$ cat src/rtl/gate_pkg.sv
// Shared definitions for the 2-input gate truth-table probe: gate codes, reference tables,
// FSM encoding.
package gate_pkg;

  localparam logic [2:0] GATE_UNKNOWN = 3'd0;
  localparam logic [2:0] GATE_AND     = 3'd1;
  localparam logic [2:0] GATE_OR      = 3'd2;
  localparam logic [2:0] GATE_NAND    = 3'd3;
  localparam logic [2:0] GATE_NOR     = 3'd4;
  localparam logic [2:0] GATE_XOR     = 3'd5;
  localparam logic [2:0] GATE_XNOR    = 3'd6;

  // Bit i of a table holds y for {a,b} == i.
  localparam logic [3:0] TT_AND  = 4'b1000;
  localparam logic [3:0] TT_OR   = 4'b1110;
  localparam logic [3:0] TT_NAND = 4'b0111;
  localparam logic [3:0] TT_NOR  = 4'b0001;
  localparam logic [3:0] TT_XOR  = 4'b0110;
  localparam logic [3:0] TT_XNOR = 4'b1001;

  typedef enum logic [2:0] {
    StIdle,
    StSettle,
    StSample,
    StDecode,
    StDone
  } state_e;

endpackage

$ cat src/rtl/gate_tt_decode.sv
// Combinational map from a 4-bit truth table to a gate identity.
module gate_tt_decode
  import gate_pkg::*;
(
  input  logic [3:0] tt_i,
  output logic [2:0] gate_id_o,
  output logic       valid_o
);

  always_comb begin
    gate_id_o = GATE_UNKNOWN;
    case (tt_i)
      TT_AND:  gate_id_o = GATE_AND;
      TT_OR:   gate_id_o = GATE_OR;
      TT_NAND: gate_id_o = GATE_NAND;
      TT_NOR:  gate_id_o = GATE_NOR;
      TT_XOR:  gate_id_o = GATE_XOR;
      TT_XNOR: gate_id_o = GATE_XNOR;
      default: gate_id_o = GATE_UNKNOWN;
    endcase
    valid_o = (gate_id_o != GATE_UNKNOWN);
  end

endmodule

$ cat src/rtl/gate_tt_probe.sv
// Sweeps all four input vectors through a 2-input gate, records its truth table and
// identifies the gate.
module gate_tt_probe
  import gate_pkg::*;
#(
  parameter int unsigned SETTLE_CYCLES = 2,
  parameter int unsigned SETTLE_W      = 4
) (
  input  logic       clk,
  input  logic       rst_n,
  input  logic       start,
  output logic       busy,
  output logic       done,
  output logic       a_out,
  output logic       b_out,
  input  logic       y_in,
  output logic [3:0] truth_table,
  output logic [2:0] gate_id,
  output logic       valid_gate
);

  localparam logic [SETTLE_W-1:0] SettleLast = SETTLE_W'(SETTLE_CYCLES - 1);

  state_e              state_q, state_d;
  logic [SETTLE_W-1:0] cnt_q, cnt_d;
  logic [1:0]          idx_q, idx_d;
  logic                a_q, a_d, b_q, b_d;
  logic [3:0]          tt_q, tt_d;
  logic [2:0]          id_q, id_d;
  logic                valid_q, valid_d;

  logic [2:0] dec_id;
  logic       dec_valid;

  gate_tt_decode u_decode (
    .tt_i      (tt_q),
    .gate_id_o (dec_id),
    .valid_o   (dec_valid)
  );

  always_comb begin
    state_d = state_q;
    cnt_d   = cnt_q;
    idx_d   = idx_q;
    a_d     = a_q;
    b_d     = b_q;
    tt_d    = tt_q;
    id_d    = id_q;
    valid_d = valid_q;
    unique case (state_q)
      StIdle: begin
        a_d = 1'b0;
        b_d = 1'b0;
        if (start) begin
          state_d = StSettle;
          cnt_d   = '0;
          idx_d   = 2'd0;
          tt_d    = 4'b0000;
          id_d    = GATE_UNKNOWN;
          valid_d = 1'b0;
        end
      end
      StSettle: begin
        if (cnt_q == SettleLast) begin
          state_d = StSample;
          cnt_d   = '0;
        end else begin
          cnt_d = cnt_q + 1'b1;
        end
      end
      StSample: begin
        tt_d[idx_q] = y_in;
        if (idx_q == 2'd3) begin
          state_d = StDecode;
          a_d     = 1'b0;
          b_d     = 1'b0;
        end else begin
          // Next vector is registered together with the index so it is stable for all of SETTLE.
          idx_d        = idx_q + 2'd1;
          {a_d, b_d}   = idx_q + 2'd1;
          state_d      = StSettle;
        end
      end
      StDecode: begin
        id_d    = dec_id;
        valid_d = dec_valid;
        state_d = StDone;
      end
      StDone: begin
        state_d = StIdle;
      end
      default: begin
        state_d = StIdle;
      end
    endcase
  end

  always_ff @(posedge clk) begin
    if (!rst_n) begin
      state_q <= StIdle;
      cnt_q   <= '0;
      idx_q   <= 2'd0;
      a_q     <= 1'b0;
      b_q     <= 1'b0;
      tt_q    <= 4'b0000;
      id_q    <= GATE_UNKNOWN;
      valid_q <= 1'b0;
    end else begin
      state_q <= state_d;
      cnt_q   <= cnt_d;
      idx_q   <= idx_d;
      a_q     <= a_d;
      b_q     <= b_d;
      tt_q    <= tt_d;
      id_q    <= id_d;
      valid_q <= valid_d;
    end
  end

  assign busy        = (state_q != StIdle);
  assign done        = (state_q == StDone);
  assign a_out       = a_q;
  assign b_out       = b_q;
  assign truth_table = tt_q;
  assign gate_id     = id_q;
  assign valid_gate  = valid_q;

endmodule

$ cat config.mk
export PLATFORM = sky130hd
export DESIGN_NAME = gate_tt_probe
export DESIGN_NICKNAME = d
export VERILOG_FILES = /design/src/rtl/gate_pkg.sv /design/src/rtl/gate_tt_decode.sv /design/src/rtl/gate_tt_probe.sv
export SDC_FILE = /design/constraint.sdc
export NUM_CORES = 1
export LEC_CHECK = 0
export ABC_AREA = 1
export CAP_MARGIN = 20
export CORE_ASPECT_RATIO = 0.8
export CORE_UTILIZATION = 35
export DETAILED_ROUTE_END_ITERATION = 8
export PLACE_DENSITY = 0.63
export SLEW_MARGIN = 20
export SYNTH_ARGS = -nofsm -noshare
export SYNTH_HDL_FRONTEND = slang
export SYNTH_SLANG_ARGS = --single-unit
$ cat constraint.sdc
create_clock -name clk -period 1.1 [get_ports clk]
set_clock_uncertainty 0.05 [all_clocks]
set_input_delay 0.33 -clock clk [delete_from_list [all_inputs] [get_ports clk]]
set_output_delay 0.33 -clock clk [all_outputs]
set_load 0.01 [all_outputs]
After elaboration in Yosys (flattened, before gate mapping). Cells that the tools add are included.

Register bits after elaboration: 19. Input port bits: 4.

Add/sub/neg operators: 2. Magnitude comparators: 2. Equality and inequality tests: 15. Mux-type cells: 23. Reductions and logical operators: 12.

Operators by type and width (count): 3-bit one-hot mux with 6 select lines (1); 4-bit one-hot mux with 2 select lines (2); 4-bit equality test, second input constant (3); 3-bit one-hot mux with 4 select lines (1); 3-bit two-way mux (3); 4-bit by 1-bit equality test with 1-bit output, second input constant (2); 4-bit by 3-bit equality test with 1-bit output, second input constant (2); 4-bit two-way mux (2); 2-bit AND reduction (4); 3-bit by 2-bit equality test with 1-bit output, second input constant (2); 2-bit two-way mux (3); 2-bit != test, second input constant (3); 1-bit one-hot mux with 2 select lines (3); 3-bit one-hot mux with 2 select lines (1); 2-bit nonzero test (3); 3-bit nonzero test (2); 4-bit by 1-bit adder with 4-bit output, second input constant (1); 4-bit bitwise mux (1); 1-bit two-way mux (4); 2-bit one-hot mux with 2 select lines (1); 3-bit by 1-bit equality test with 1-bit output, second input constant (1); 3-bit equality test, second input constant (1); 3-bit logical NOT (1); 2-bit by 3-bit less-than comparator with 1-bit output, second input constant (1); 6 further kinds (6).

Logic depth before layout (Yosys ltp).
Depth after elaboration: 6. Gate-level depth with buffers: 8.

Modules after synthesis. A second synthesis with hierarchy kept.

Cell total of the unflattened synthesis: 147. Area, all modules: 1059.8 µm².

By module, submodules not included: gate_tt_probe (times used 1, cells an instance 125, area an instance 959.7 µm²); gate_tt_decode (times used 1, cells an instance 22, area an instance 100.1 µm²).

Worst setup path before layout. Ideal clock, no wire load.

Kind: flip-flop to flip-flop. Start: register idx_q[0]. End: register idx_q[1]. Data arrival time: 1.041 ns. Path slack: -0.061 ns. Stages on the path, launching flop included: 7. Buffers on the path: 0. Path through: dfxtp_1 -> inv_1 -> ha_1 -> inv_1 -> nor2_1 -> nand3_1 -> a21oi_1.

Word-level cells in the longest chain between the ends: 3.

Ends and longest elaborated chain: from (decl) (RTL line gate_tt_probe.sv:26) `logic [1:0] idx_q, idx_d;`; from (signal assigned) (RTL line gate_tt_probe.sv:111) `idx_q <= idx_d;`; 2-bit by 1-bit adder with 2-bit output or 2-bit equality test (tied branches) (RTL line gate_tt_probe.sv:79, gate_tt_probe.sv:73); 2-bit two-way mux or 2-bit != test (tied branches); 2-bit one-hot mux with 2 select lines or 3-bit AND reduction (tied branches).

Several ways; a longest one is shown, not always the timed one. The select of a mux whose other input is x is not followed. A chain may end at the register's enable or synchronous reset.

Final worst setup path.
Start: register state_q[2]. End: output busy.

Word-level cells in the longest chain between the ends: 1.

Ends and longest elaborated chain: from (decl) (RTL line gate_tt_probe.sv:24) `state_e state_q, state_d;`; from (signal assigned) (RTL line gate_tt_probe.sv:100) `state_q <= StIdle;`; from (signal assigned) (RTL line gate_tt_probe.sv:109) `state_q <= state_d;`; 3-bit nonzero test (RTL line gate_tt_probe.sv:120) `assign busy = (state_q != StIdle);`; to (decl) (RTL line gate_tt_probe.sv:12) `output logic busy,`.

No other way between the ends.

==> flow_summary.toml <==
[logic_synthesis]
yosys.area.top_type_share_pct = 39.9
ys_ff_latch = 19
syn-num-nets = 145
syn_avg_cell_area_sq_um = 7.05
yosysWarnings = 0
yosysTopAreaCell = "dfxtp_1"
yosys-top-cells-area = "dfxtp_1, nand2_1, ha_1, a21oi_1, nand3_1"
synthCells = 135
yosysUniqueCellTypes = 21
syn_area_sq_um = 952
ys_seq_area_share_pct = 39.9

[power_and_ir_drop]
power.total_mw = 1.56
power_per_cell_area_mw_per_mm2 = 938
peakVddDrop_mv = 0.562
power.leakage_nw = 0.747

[die]
die_h_um = 48.7
io_pins = 16
die_x_um = 60.3
start_util_pct = 38.0
num_rows = 16
core_area_sq_mm = 0.00250
dieArea_sq_mm = 0.00293

[placement]
gp_congestion = 0.851
dp_hpwl_um = 1760
pre_cts_slack_ps = -415
io_buffers = 15

[sta]
setup_viol = 30
period_share_pct = 128
rsz0062_at_grt = "true"
min_period_ps = 1410
fin_hold_ws_ps = 387
drv_slew = 0
tightestPinTransition_ps = 328
setup_tns_ps = -2860
hold_violations = 0
fmax_mhz = 710
fin_ws_ps = -309
relSlewSlack_pct = 78.1

[clocking]
clkLatencyLatePin_ps = 310
clockRootBuffer = "clkbuf_4"
clk_pin_slew_ps = 110
cts_tree = "built"
clkSinkCount = 19
htree_levels = 1
max-clock-path-buffers = 2
cts_made_buffers = 3

[drt]
wl_per_cell_um = 12.1
vias = 1065
dr.pass1.iters = 4
via_per_inst = 4.71
drtAntennaViolNets = 0
drt-initial-drc-count = 46
drt_wl_total_um = 2730
drc_errors = 0

[critical_path]
path_class = "register to output pin"
end_kind = "output pin"
worstPathRequired_ps = 720
crit_arrival_ps = 1030
critical_path_buf_inv_count = 1
rr_worst_depth = 6
slowest_stage = "dfxtp_4"
critPathMaxStageDelay_ps = 380
cp_top_family = "flip-flops"
worst-path-stages = 3
cp_cell_sequence = "nor2_4, nand2_2, buf_6"
cp-start-kind = "register"
crit_fanout = 2

[finish]
num_antenna_cells = 0
final_common_cell = "buf_4"
area_growth_pct = 74.5
final_core_util_pct = 66.4
drive_gt1_share_pct = 58.4
nFillCells = 223
layout_common_cells = "buf_4, nand2_1, buf_6"
nNetsFinal = 201

[grt]
grt_max_degree = 12
grt_remaining_overflow = 0
antenna_found_initial = 0
grt_use_total_pct = 20.7
grt_first_pass_wirelength_um = 4570
grt_pass1_vias = 1077

[outcome]
violations = "negative setup slack"
outcome = "complete, but fails checks"

[run]
max_cap_viol_count = 0

[min_path]
hold_depth = 3
hold_class = "input pin to register"
-- kinds of logic after synthesis --
logic type,count (synthesis),synth area share (%)
adders and majority gates,6,7.88
xor gates and xnor gates,1,0.920
and+or+nand+nor,67,31.3
buffers and inverters,19,7.49
DFF,19,39.9
AOI/OAI and AO/OA,23,12.5
-- final cells by class --
class	count	area (sq um)	area share (%)
multi-input cells	97	639	38.5
well taps	36	45.0	2.71
clock inverters	1	5.00	0.301
clock buffers	3	22.5	1.36
flip-flops and latches	19	404	24.3
repair buffers	52	465	28.0
inverters	18	80.1	4.82
-- per-layer routing --
metal,up-vias,track usage [%],wire [um]
met5,-,0,0
met3,6,5.61,89
met1,497,23.3,1130
li1,547,-,-
met4,0,7.36,46
met2,15,36.3,1470
-- worst register-to-register path: stages, from the launching register on --
cell	delay, ps
dfxtp_4	380
nor2_4	140
buf_6	130
o21ai_1	60
buf_4	150
a22oi_1	210
nor2_1	60
-- cells in the mapped netlist --
| library cell | instances |
|---|---|
| nand3_2 | 2 |
| nor2_1 | 13 |
| o21ai_0 | 2 |
| xor2_1 | 1 |
| nand3_1 | 13 |
| a22oi_1 | 1 |
| o21ai_1 | 5 |
| nor2_2 | 1 |
| inv_1 | 12 |
| ha_1 | 6 |
| a21oi_1 | 14 |
| a31oi_1 | 1 |
| clkbuf_1 | 1 |
| nor3b_2 | 1 |
| nand4_1 | 1 |
| nand2_1 | 34 |
| clkinv_1 | 1 |
| inv_2 | 5 |
| nand2_2 | 1 |
| nor3_1 | 1 |
| dfxtp_1 | 19 |
-- metrics by stage --
stage | std cells | area, sq um
floorplan | 135 | 955
global placement | 216 | 1380
detailed placement | 216 | 1380
CTS | 226 | 1580
global route | 226 | 1660
finish | 226 | 1660
-- worst paths after layout --
path / from / slack, ps / end
setup / recovery: state_q[2] / -310 / busy
hold / removal: start / 390 / state_q[0]
hold reg to reg: b_out / 430 / b_out
setup reg to reg: state_q[2] / -190 / cnt_q[1]
-- flip-flops by register name (all words and copies together) (netlist names) --
name         count
state_q          3
idx_q            2
b_out            1
gate_id          3
valid_gate       1
truth_table      4
a_out            1
cnt_q            4
-- what timing repair did --
action                     in CTS  in global routing
pin swaps                      17                  1
resized for setup             105                 23
buffers inserted                7                  0
setup endpoints to repair      30                 31
hold buffers                    0                  0
-- power breakdown --
part,switching [mW],total [mW],internal (mW)
Combinational,0.239,0.468,0.229
Sequential,0.0206,0.732,0.712
Clock,0.222,0.358,0.136
Total,0.482,1.56,1.08
No activity file was read; power rests on OpenSTA's default activity.
